## src/rtl/game_pkg.sv

```systemverilog
// Shared definitions for the Flappy Bird game sequencer and the blocks that consume its state.
package game_pkg;
  typedef enum logic [1:0] {
    ST_IDLE   = 2'd0,
    ST_PLAY   = 2'd1,
    ST_PAUSED = 2'd2,
    ST_OVER   = 2'd3
  } state_t;

  localparam int SCORE_W_DEF = 8;
endpackage

```

## src/rtl/game_ctrl_btn_debounce.sv

```systemverilog
// Button debouncer: accepts a level change after DEBOUNCE_CYCLES stable cycles, pulses on accepted rises.
module btn_debounce #(
  parameter int DEBOUNCE_CYCLES = 500000
) (
  input  logic clk,
  input  logic rst,
  input  logic in,
  output logic press
);
  localparam int CW = $clog2(DEBOUNCE_CYCLES + 1);
  localparam logic [CW-1:0] CNT_LAST = CW'(DEBOUNCE_CYCLES - 1);

  logic [CW-1:0] r_cnt;
  logic          r_lvl;
  logic          r_arm;
  logic          r_press;

  // r_arm stays low until the input has been seen released, so a button held
  // through reset cannot produce a press.
  always_ff @(posedge clk) begin
    if (rst) begin
      r_cnt   <= '0;
      r_lvl   <= 1'b0;
      r_arm   <= 1'b0;
      r_press <= 1'b0;
    end else begin
      r_press <= 1'b0;
      if (!in && !r_lvl) r_arm <= 1'b1;
      if (in == r_lvl) begin
        r_cnt <= '0;
      end else if (r_cnt == CNT_LAST) begin
        r_cnt   <= '0;
        r_lvl   <= in;
        r_press <= in & r_arm;
      end else begin
        r_cnt <= r_cnt + 1'b1;
      end
    end
  end

  assign press = r_press;
endmodule

```

## src/rtl/game_ctrl.sv

```systemverilog
// Game sequencer: input conditioning, IDLE/PLAY/PAUSED/OVER FSM, frame gating, score and restart hold-off.
module game_ctrl
  import game_pkg::*;
#(
  parameter int DEBOUNCE_CYCLES  = 500000,
  parameter int OVER_HOLD_FRAMES = 120,
  parameter int SCORE_W          = SCORE_W_DEF
) (
  input  logic               clk,
  input  logic               rst,
  input  logic               sw,
  input  logic               btn,
  input  logic               frame_tick,
  input  logic               collide,
  input  logic               pipe_passed,
  output logic [1:0]         state,
  output logic               frame_en,
  output logic               flap,
  output logic               world_clr,
  output logic [SCORE_W-1:0] score,
  output logic               game_over
);
  localparam int HOLD_W = $clog2(OVER_HOLD_FRAMES + 1);
  localparam logic [HOLD_W-1:0]  HOLD_MAX  = HOLD_W'(OVER_HOLD_FRAMES);
  localparam logic [SCORE_W-1:0] SCORE_MAX = '1;

  logic [1:0]         r_sw_s, r_btn_s;
  state_t             r_state, w_next;
  logic [SCORE_W-1:0] r_score, w_score;
  logic [HOLD_W-1:0]  r_hold, w_hold;
  logic               r_frame_en, r_flap, r_clr, r_over;
  logic               w_frame_en, w_flap, w_clr;
  logic               w_press, w_pause;

  // Synchronisers carry no reset; they only ever hold sampled pin values.
  always_ff @(posedge clk) begin
    r_sw_s  <= {r_sw_s[0], sw};
    r_btn_s <= {r_btn_s[0], btn};
  end

  assign w_pause = ~r_sw_s[1];

  btn_debounce #(.DEBOUNCE_CYCLES(DEBOUNCE_CYCLES)) u_debounce (
    .clk   (clk),
    .rst   (rst),
    .in    (r_btn_s[1]),
    .press (w_press)
  );

  always_ff @(posedge clk) begin
    if (rst) begin
      r_state    <= ST_IDLE;
      r_score    <= '0;
      r_hold     <= '0;
      r_frame_en <= 1'b0;
      r_flap     <= 1'b0;
      r_clr      <= 1'b0;
      r_over     <= 1'b0;
    end else begin
      r_state    <= w_next;
      r_score    <= w_score;
      r_hold     <= w_hold;
      r_frame_en <= w_frame_en;
      r_flap     <= w_flap;
      r_clr      <= w_clr;
      r_over     <= (w_next == ST_OVER);
    end
  end

  always_comb begin
    w_next     = r_state;
    w_score    = r_score;
    w_hold     = r_hold;
    w_frame_en = 1'b0;
    w_flap     = 1'b0;
    w_clr      = 1'b0;
    case (r_state)
      ST_IDLE: begin
        w_score = '0;
        if (w_press && !w_pause) begin
          w_next = ST_PLAY;
          w_clr  = 1'b1;
        end
      end
      ST_PLAY: begin
        w_frame_en = frame_tick;
        // Collision wins outright: no flap and no score on that cycle.
        if (collide) begin
          w_next = ST_OVER;
          w_hold = '0;
        end else begin
          if (pipe_passed && r_score != SCORE_MAX) w_score = r_score + 1'b1;
          if (w_pause) w_next = ST_PAUSED;
          else         w_flap = w_press;
        end
      end
      ST_PAUSED: begin
        if (!w_pause) w_next = ST_PLAY;
      end
      ST_OVER: begin
        if (frame_tick && r_hold != HOLD_MAX) w_hold = r_hold + 1'b1;
        if (w_press && r_hold == HOLD_MAX) begin
          w_next  = ST_IDLE;
          w_score = '0;
        end
      end
      default: w_next = ST_IDLE;
    endcase
  end

  assign state     = r_state;
  assign frame_en  = r_frame_en;
  assign flap      = r_flap;
  assign world_clr = r_clr;
  assign score     = r_score;
  assign game_over = r_over;
endmodule

```

## config.mk

```make
export PLATFORM = sky130hd
export DESIGN_NAME = game_ctrl
export DESIGN_NICKNAME = d
export VERILOG_FILES = /design/src/rtl/game_pkg.sv /design/src/rtl/game_ctrl_btn_debounce.sv /design/src/rtl/game_ctrl.sv
export SDC_FILE = /design/constraint.sdc
export NUM_CORES = 1
export LEC_CHECK = 0
export CAP_MARGIN = 20
export CORE_ASPECT_RATIO = 0.6
export CORE_UTILIZATION = 30
export CTS_CLUSTER_SIZE = 16
export DETAILED_ROUTE_END_ITERATION = 8
export SYNTH_ARGS = -nofsm -noshare
export SYNTH_HDL_FRONTEND = slang
export SYNTH_SLANG_ARGS = --single-unit
```

## constraint.sdc

```tcl
create_clock -name clk -period 2 [get_ports clk]
set_clock_uncertainty 0.05 [all_clocks]
set_input_delay 0.3 -clock clk [delete_from_list [all_inputs] [get_ports clk]]
set_output_delay 0.3 -clock clk [all_outputs]
set_load 0.05 [all_outputs]
```

### Yosys cells after proc, flatten, opt, wreduce, memory -nomap -nowiden

Cells that the tools add are included.

* add/sub/neg operators: 3
* equality and inequality tests: 14
* muxes and demuxes: 14
* bitwise gates (word level): 6
* reduce and logical (&&, ||, !) cells: 18

Operator list (number)
* two-way mux 8 bit: 3
* one-hot mux 8 bit (3 select lines): 1
* adder 19 x 1 -> 19 bit, second input constant: 1
* == test 19 bit, second input constant: 1
* two-way mux 7 bit: 2
* one-hot mux 7 bit (2 select lines): 1
* two-way mux 2 bit: 5
* != test 2 bit, second input constant: 5
* adder 8 x 1 -> 8 bit, second input constant: 1
* != test 8 bit, second input constant: 1
* one-hot mux 2 bit (4 select lines): 1
* adder 7 x 1 -> 7 bit, second input constant: 1
* == test 7 bit, second input constant: 1
* != test 7 bit, second input constant: 1
* == test 2 bit, second input constant: 3
* OR reduction 3 bit: 2
* logical AND 1 bit: 5
* inverter 1 bit: 5
* AND reduction 4 bit: 1
* OR reduction 2 bit: 2
* OR reduction 4 bit: 1
* AND reduction 3 bit: 1
* nonzero test 3 bit: 1
* == test 2 x 1 -> 1 bit, second input constant: 1
* other kinds (7): 8

* bits in registers: 47
* input port bits: 7
* logic and storage cells: 68

### Logic depth before layout (Yosys ltp)

Gate-level depths: netlist of the first run.

* depth in word-level cells: 5
* mapped depth: 6
* depth with buffers taken out: 6

### Hierarchy

A second synthesis of the first run with hierarchy kept.

* cells, all modules: 252
* area, all modules: 2290.9 µm²

Modules (own cells, without submodules)
* game_ctrl: instances 1, cells each 140, area each 1252.5 µm², sequential area each 500.5 µm²
* btn_debounce: instances 1, cells each 112, area each 1038.5 µm², sequential area each 440.4 µm²

### Least setup slack after synthesis of the first run

No wires, ideal clock.

* kind: reg-to-reg
* start: register r_score[1] (netlist: score[1])
* end: register r_score[6] (netlist: score[6])
* data arrival time: 1.620 ns
* setup slack: 0.188 ns
* stages on the path, launching flop included: 6
* buffers on the path: 0
* cell sequence: dfxtp_1 > ha_1 > nand4_1 > o21a_1 > o211ai_1 > a221oi_1

* longest elaborated chain between the ends: 4
* elaborated cells between the ends (all ways): 8
* classes of those cells: add/sub (1); eq/ne (2); mux (3); reduce/logical (2)

RTL lines
* start, declared: line game_ctrl.sv:29 `logic [SCORE_W-1:0] r_score, w_score;`
* start signal, assigned: line game_ctrl.sv:61 `r_score <= w_score;`
* adder 8 x 1 -> 8 bit / != test 8 bit (equally long branches): line game_ctrl.sv:92 `if (pipe_passed && r_score != SCORE_MAX) w_score = r_score + 1'b1;`
* two-way mux 8 bit / logical AND 1 bit (equally long branches): line game_ctrl.sv:92
* two-way mux 8 bit / != test 2 bit (equally long branches)
* one-hot mux 8 bit (3 select lines) / AND reduction 4 bit (equally long branches)

Several ways; a longest one is shown, not always the timed one. The select of a mux whose other input is x is not followed.
A chain may end at the register's enable or synchronous reset.

### Worst setup path after layout of the first run

* start: register r_score[4] (netlist: score[4])
* end: output score[4]

RTL lines
* end, declared: line game_ctrl.sv:20 `output logic [SCORE_W-1:0] score,`

No word-level cell between the ends.

==> run_results.csv, run 1 <==
group,metric,value,unit
layout,multi_input_comb_area,1200,µm²
min_path,worstHoldStart,"r_btn_s[0]$_DFF_P_",
global_route,gr-usage-met3,0.0559,
setup_path,cp.buffers_inverters,1,
setup_path,worst_r2r_startpoint,"u_debounce.r_cnt[1]$_SDFF_PP0_",
route,first_iter_violations,103,
yosys,synth_seq_area_share,0.422,
setup_path,end_kind,"output port",
clock_tree,root_buffer,"clkbuf_16",
die,design.core.area,6910,µm²
setup_path,crit_arrival,1.57,ns
pwr,worst_ir_drop_on_vdd,0.404,mV
layout,num_antenna_cells,0,
setup_path,worstSetupStartpointType,"register",
layout,filler_cell_count,696,
setup_path,largest_stage_delay_on_the_critical_path,0.84,ns
route,route.detailed.vias_per_inst,5.08,
pwr,static-leakage-power,0.000953,µW
die,initial_core_util,0.322,
job,maxCapViolations,0,
sta,timing.slew.headroom,0.644,
yosys,netlist.area_leader.share,0.422,
layout,post_route_cells_drive_above_1_share,0.120,
sta,whs,0.277,ns
setup_path,timing.critical_path.required,1.65,ns
setup_path,critical-path-top-delay-family,"buffers and inverters",
sta,final.setup.tns,0,ns
yosys,synthCells,243,
sta,finalHoldViolations,0,
clock_tree,numCtsBuffers,5,
die,die_area,7780,µm²
global_route,grt_first_pass_wirelength,7870,µm
route,drt-wirelength-per-cell,13.4,µm
pwr,power_density_cells,715,nW/µm²
clock_tree,cts_htree_levels,2,
sta,worst_pin_slew,0.533,ns
route,drt_first_pass_iters,4,
place,dpl.cell_count,354,
clock_tree,clk_transition_reported_paths,0.06,ns
place,port_buffers,20,
global_route,grt-ovfl-total,0,
clock_tree,postCtsSetupBuffers,0,
place,dpl.hpwl,3580,µm
die,pin_count,21,
layout,area_delta_synth_final,23.7,%
global_route,grt_antenna_before_repair,0,
setup_path,timing_worst_setup_path_type,"reg -> out",
status,status,"completed",
yosys,ff_latch_count_synth,47,
clock_tree,max-clock-path-buffers,2,
route,final_antenna_violating_net_count,0,
sta,layout_worst_path_cycle_share,0.958,
yosys,synth_largest_area_cell,"dfxtp_1",
setup_path,timing.critical_path.cells,"clkdlybuf4s50_1",
sta,grt_setup_unrepaired,"no",
setup_path,worstPathMaxFanout,7,
layout,register_area,941,µm²
setup_path,cp_slowest_cell,"clkdlybuf4s50_1",
min_path,hold_path_class,"reg -> reg",
layout,fin_cells,362,
sta,max_freq,522,MHz
die,placementRows,23,
yosys,syn-mean-instance-area,9.17,µm²
global_route,globalRouteTotalUtil,0.136,
yosys,synthesis.area,2230,µm²
setup_path,timing.critical_path.from,"score[4]$_SDFFE_PP0P_",
clock_tree,cts_tree,"done",
global_route,gr-max-usage-layer,"met1",
yosys,async_flop_share,0,
die,die_height,68.7,µm
layout,num-nets-final,286,
place,final_weighted_congestion_in_routability_driven_placement,0.850,
clock_tree,tritoncts_num_sinks,47,
global_route,global_routing_usage_on_met2,0.178,
global_route,globalRouteMet1Util,0.195,
route,detailroute.via_count,1840,
die,die_boundary_width,113,µm
yosys,yosys_warnings,0,
global_route,first_global_vias,1585,
yosys,synth-edff-count,0,
yosys,synth_ff_type,"dfxtp_1",
yosys,synth_fp_nets,255,
route,post_route_drc_violation_count,0,
route,routed_wirelength,4870,µm
yosys,yosysUniqueCellTypes,48,
global_route,grt_max_degree,19,
clock_tree,clk-insertion-delay-late,0.29,ns
sta,slew_violations,0,
sta,layout_min_cycle_time,1.92,ns
sta,setup_viol,0,
yosys,synth_area_leaders,"dfxtp_1 (42%), nor2_1 (5.1%), xor2_1 (4.7%), nand4_1 (4.2%), xnor2_1 (3.5%)",
layout,final_core_utilization,0.399,
worst paths after layout:
| check | to | slack [ns] | cells past startpoint |
|---|---|---|---|
| setup / recovery | score[4] | 0.08 | 1 |
| hold / removal | r_btn_s[1]$_DFF_P_ | 0.28 | 0 |
| hold reg to reg | r_btn_s[1]$_DFF_P_ | 0.28 | 0 |
| setup reg to reg | u_debounce.r_cnt[14]$_SDFF_PP0_ | 0.25 | 5 |
cells in the mapped netlist, types with 4 or more instances:
| cell type | instances |
|---|---|
| a21oi_1 | 5 |
| a31oi_1 | 5 |
| and2_1 | 4 |
| and3_1 | 8 |
| dfxtp_1 | 47 |
| ha_1 | 5 |
| inv_1 | 10 |
| nand2_1 | 12 |
| nand3_1 | 15 |
| nand4_1 | 15 |
| nor2_1 | 30 |
| nor3_1 | 4 |
| nor4_1 | 8 |
| o211ai_1 | 5 |
| o21ai_0 | 7 |
| xnor2_1 | 9 |
| xor2_1 | 12 |
kinds of logic (layout without fill, tap and decap cells):
family,count (synthesis),after routing,synth area share
AND/OR/NAND/NOR,113,113,0.290
AO/OA/AOI/OAI,39,39,0.133
XOR/XNOR,21,21,0.0826
multiplexers,1,1,0.00506
adder cells (fa/ha/maj),5,5,0.0281
flip-flops,47,47,0.422
buffers and inverters,17,49,0.0393
layout by cell type (no fill, tap or decap), types with 5 or more instances in the layout:
master	instances
dfxtp_1	47
nor4_1	8
o211ai_1	5
a21oi_1	5
nand3_1	15
xnor2_1	9
nand4_1	15
and3_1	8
ha_1	5
buf_4	12
o21ai_0	7
a31oi_1	5
xor2_1	12
nor2_1	30
inv_1	10
nand2_1	12
clkbuf_16	5
clkdlybuf4s50_1	16
repair_timing:
item / CTS / global route
hold buffers: 0 / 0
gates resized for setup: 0 / 2
endpoints found under the setup margin: 0 / 2
routing by layer:
metal,wire (µm),part of all wire
met3,226,0.046
met1,2730,0.56
met5,0,0
met2,1880,0.39
met4,29,0.0060
where the power goes:
part / leakage [µW] / internal, µW / switching [µW]
Combinational: 0.000486 / 25.0 / 30.4
Sequential: 0.000381 / 944 / 3.87
Clock: 0.0000868 / 621 / 345
through the flow:
| stage | instance area, µm² | power [µW] | worst slack (ns) |
|---|---|---|---|
| 2_1_floorplan | 2230 | 993 | 0.188 |
| 3_3_place_gp | 2580 | 1020 | 0.184 |
| 3_5_place_dp | 2580 | 1020 | 0.134 |
| 4_1_cts | 2750 | 2010 | 0.0140 |
| 5_1_grt | 2760 | 2050 | 0.0109 |
| 6_report | 2760 | 1970 | 0.0844 |
registers in the layout (all words and copies together), names as in the netlist:
name and count:
score 8, r_hold 7, game_over 1, r_btn_s 2, r_sw_s 2, u_debounce.press 1, state 2, frame_en 1
flap 1, world_clr 1, u_debounce.r_lvl 1, u_debounce.r_arm 1, u_debounce.r_cnt 19
layout make-up:
class	instances	share of cell area
Multi-Input combinational cell	179	0.435
Sequential cell	47	0.342
Timing Repair Buffer	31	0.107
Clock buffer	6	0.0504
Tap cell	87	0.0395
Inverter	10	0.0136
Clock inverter	2	0.0127
Note: power is estimated with default switching activity, not from simulation.
==> inputs of run 2 (changes only) <==
- CORE_UTILIZATION: 30 -> 45
- SYNTH_HIERARCHICAL: unset -> 1
==> run 2 against run 1 <==
Utilization increased by 16 points. Clock power decreased by 45%. Sequential share of layout area increased by 1.5 points. Cell count decreased by 5.8%. Worst setup slack got worse by 0.0084 ns. Clock-buffer cell count unchanged. Final area decreased by 4.0%. Synthesized cell count increased by 3.7%. Worst hold slack improved by 0.0051 ns.
==> run_results.csv, run 2 <==
group,metric,value,unit
clock_tree,clk-insertion-delay-late,0.30,ns
layout,most_frequent_standard_cell_in_the_layout_excluding_fill_and_tap_cells,"dfxtp_1",
setup_path,cp_slowest_cell,"clkdlybuf4s50_1",
die,die_height,57.3,µm
setup_path,reg2reg_depth,5,
pwr,power_density_cells,581,nW/µm²
layout,num-nets-final,291,
yosys,combinational_family_with_the_most_area_after_synthesis,"simple AND/OR/NAND/NOR gates",
setup_path,largest_stage_delay_on_the_critical_path,0.85,ns
sta,timing.slew.headroom,0.664,
clock_tree,post_cts_resize_count,0,
sta,final.setup.tns,0,ns
route,first_iter_violations,94,
route,routed_wirelength,4900,µm
sta,worst_pin_slew,0.503,ns
place,dpl.hpwl,3500,µm
route,drt-wirelength-per-cell,14.4,µm
route,post_route_drc_violation_count,0,
global_route,globalRouteTotalUtil,0.199,
die,placementRows,19,
layout,filler_cell_count,458,
min_path,hold_path_class,"reg -> reg",
setup_path,worstPathMaxFanout,5,
sta,finalHoldViolations,0,
global_route,grt_first_pass_wirelength,8130,µm
route,final_antenna_violating_net_count,0,
clock_tree,cts_tree,"done",
status,status,"completed",
clock_tree,numCtsBuffers,5,
yosys,synthAdderAreaFrac,0.0273,
pwr,static-leakage-power,0.000989,µW
place,final_weighted_congestion_in_routability_driven_placement,0.802,
yosys,synth_area_leaders,"dfxtp_1 (41%), xor2_1 (5.0%), nor2_1 (4.4%), nand2_1 (2.8%), ha_1 (2.7%)",
yosys,async_flop_share,0,
yosys,syn-mean-instance-area,9.09,µm²
clock_tree,cts_htree_levels,2,
yosys,ff_latch_count_synth,47,
setup_path,timing.critical_path.from,"score[6]$_SDFFE_PP0P_",
yosys,synth_ff_type,"dfxtp_1",
sta,max_freq,520,MHz
die,die_boundary_width,94.1,µm
yosys,synth_seq_area_share,0.411,
clock_tree,postCtsSetupBuffers,0,
yosys,yosysUniqueCellTypes,56,
setup_path,crit_arrival,1.57,ns
global_route,grt-ovfl-total,0,
sta,layout_min_cycle_time,1.92,ns
setup_path,timing.critical_path.depth,1,
route,detailroute.via_count,1870,
route,drt_first_pass_iters,4,
yosys,synthCells,252,
route,route.detailed.vias_per_inst,5.48,
pwr,worst_ir_drop_on_vdd,0.260,mV
yosys,yosys_warnings,6,
global_route,first_global_vias,1579,
clock_tree,ctsHoldBuffers,0,
layout,layout_common_cells,"dfxtp_1 (45), nor2_1 (27), nand2_1 (17)",
clock_tree,max-clock-path-buffers,2,
die,pin_count,21,
layout,largest_register_ff_count,19,
sta,setup_viol,0,
die,design.core.area,4730,µm²
sta,layout_worst_path_cycle_share,0.962,
setup_path,endpoint,"score[6]",
setup_path,reg2reg_slack,0.19,ns
setup_path,end_kind,"output port",
yosys,synth_largest_area_cell,"dfxtp_1",
sta,grt_setup_unrepaired,"no",
layout,post_route_cells_drive_above_1_share,0.151,
clock_tree,root_buffer,"clkbuf_8",
setup_path,worst_r2r_startpoint,"score[0]$_SDFFE_PP0P_",
clock_tree,tritoncts_num_sinks,47,
sta,slew_violations,0,
layout,num_antenna_cells,0,
pwr,power,1540,µW
yosys,synth_fp_nets,264,
setup_path,timing_worst_setup_path_type,"reg -> out",
global_route,grt_max_degree,19,
yosys,synth_compound_area_frac,0.148,
yosys,synthMuxAreaShare,0.0131,
yosys,synthesis.area,2290,µm²
setup_path,timing.critical_path.required,1.65,ns
job,maxCapViolations,0,
yosys,yosysMostFrequentCell,"dfxtp_1",
layout,multi_input_comb_area,1230,µm²
setup_path,cp.buffers_inverters,1,
yosys,most_frequent_cells_after_synthesis,"dfxtp_1 (47), nor2_1 (27), nand2_1 (17), xor2_1 (13), nand3_1 (12)",
sta,whs,0.282,ns
yosys,synth-edff-count,0,
setup_path,worstSetupStartpointType,"register",
yosys,post_synth_xor_area_fraction,0.0612,
global_route,grt_antenna_before_repair,0,
setup_path,worstReg2RegEnd,"score[6]$_SDFFE_PP0P_",
die,initial_core_util,0.484,
yosys,netlist.area_leader.share,0.411,
layout,regMostFlops,"u_debounce/r_cnt",
yosys,area_fraction_in_and_or_nand_and_nor_cells_after_synthesis,0.288,
place,port_buffers,20,
setup_path,timing.critical_path.cells,"clkdlybuf4s50_1",
layout,area_delta_synth_final,15.5,%
clock_tree,clk_transition_reported_paths,0.08,ns
layout,register_area,943,µm²
die,die_area,5390,µm²
setup_path,critical-path-top-delay-family,"buffers and inverters",
run 2: cell families after synthesis:
kind of cell,Yosys count
AO/OA/AOI/OAI,46
flip-flops,47
XOR/XNOR,16
buffers and inverters,21
multiplexers,3
AND/OR/NAND/NOR,114
adder cells (fa/ha/maj),5
run 2: per-layer routing:
layer | track usage | wire length, µm | vias up
li1 | - | - | 963
met1 | 0.340 | 2970 | 862
met2 | 0.219 | 1660 | 39
met3 | 0.0493 | 211 | 6
met4 | 0.0725 | 54 | 0
met5 | 0 | 0 | -
run 2: report_power, final:
group / internal, µW / switching, µW / leakage, µW / total, µW
Clock: 234 / 297 / 0.0000371 / 530
Combinational: 26.6 / 32.0 / 0.000571 / 58.6
Sequential: 942 / 4.91 / 0.000382 / 947
Total: 1200 / 334 / 0.000989 / 1540
run 2: cell type report:
class	instances	area share
flip-flops and latches	47	0.357
well taps	63	0.0298
multi-input cells	184	0.466
repair buffers	30	0.105
inverters	11	0.0156
clock buffers	6	0.0274
run 2: metrics by stage:
stage,util,area (µm²),instances,setup WS (ns)
5_1_grt,0.559,2650,341,0.00604
3_3_place_gp,0.544,2570,335,0.163
3_5_place_dp,0.544,2570,335,0.145
2_1_floorplan,-,2290,252,0.0527
4_1_cts,0.559,2640,341,0.0352
6_report,0.559,2650,341,0.0760
run 2: worst min path at each step:
stage	startpoint	to	slack, ns	depth (start not counted)
final	r_sw_s[0]$_DFF_P_	r_sw_s[1]$_DFF_P_	0.28	0
after CTS	r_sw_s[0]$_DFF_P_	r_sw_s[1]$_DFF_P_	0.28	0
after detailed placement	r_sw_s[0]$_DFF_P_	r_sw_s[1]$_DFF_P_	0.26	0
after floorplan	r_btn_s[0]$_DFF_P_	r_btn_s[1]$_DFF_P_	0.26	0
after global routing	r_sw_s[0]$_DFF_P_	r_sw_s[1]$_DFF_P_	0.30	0
after global placement	r_sw_s[0]$_DFF_P_	r_sw_s[1]$_DFF_P_	0.26	0
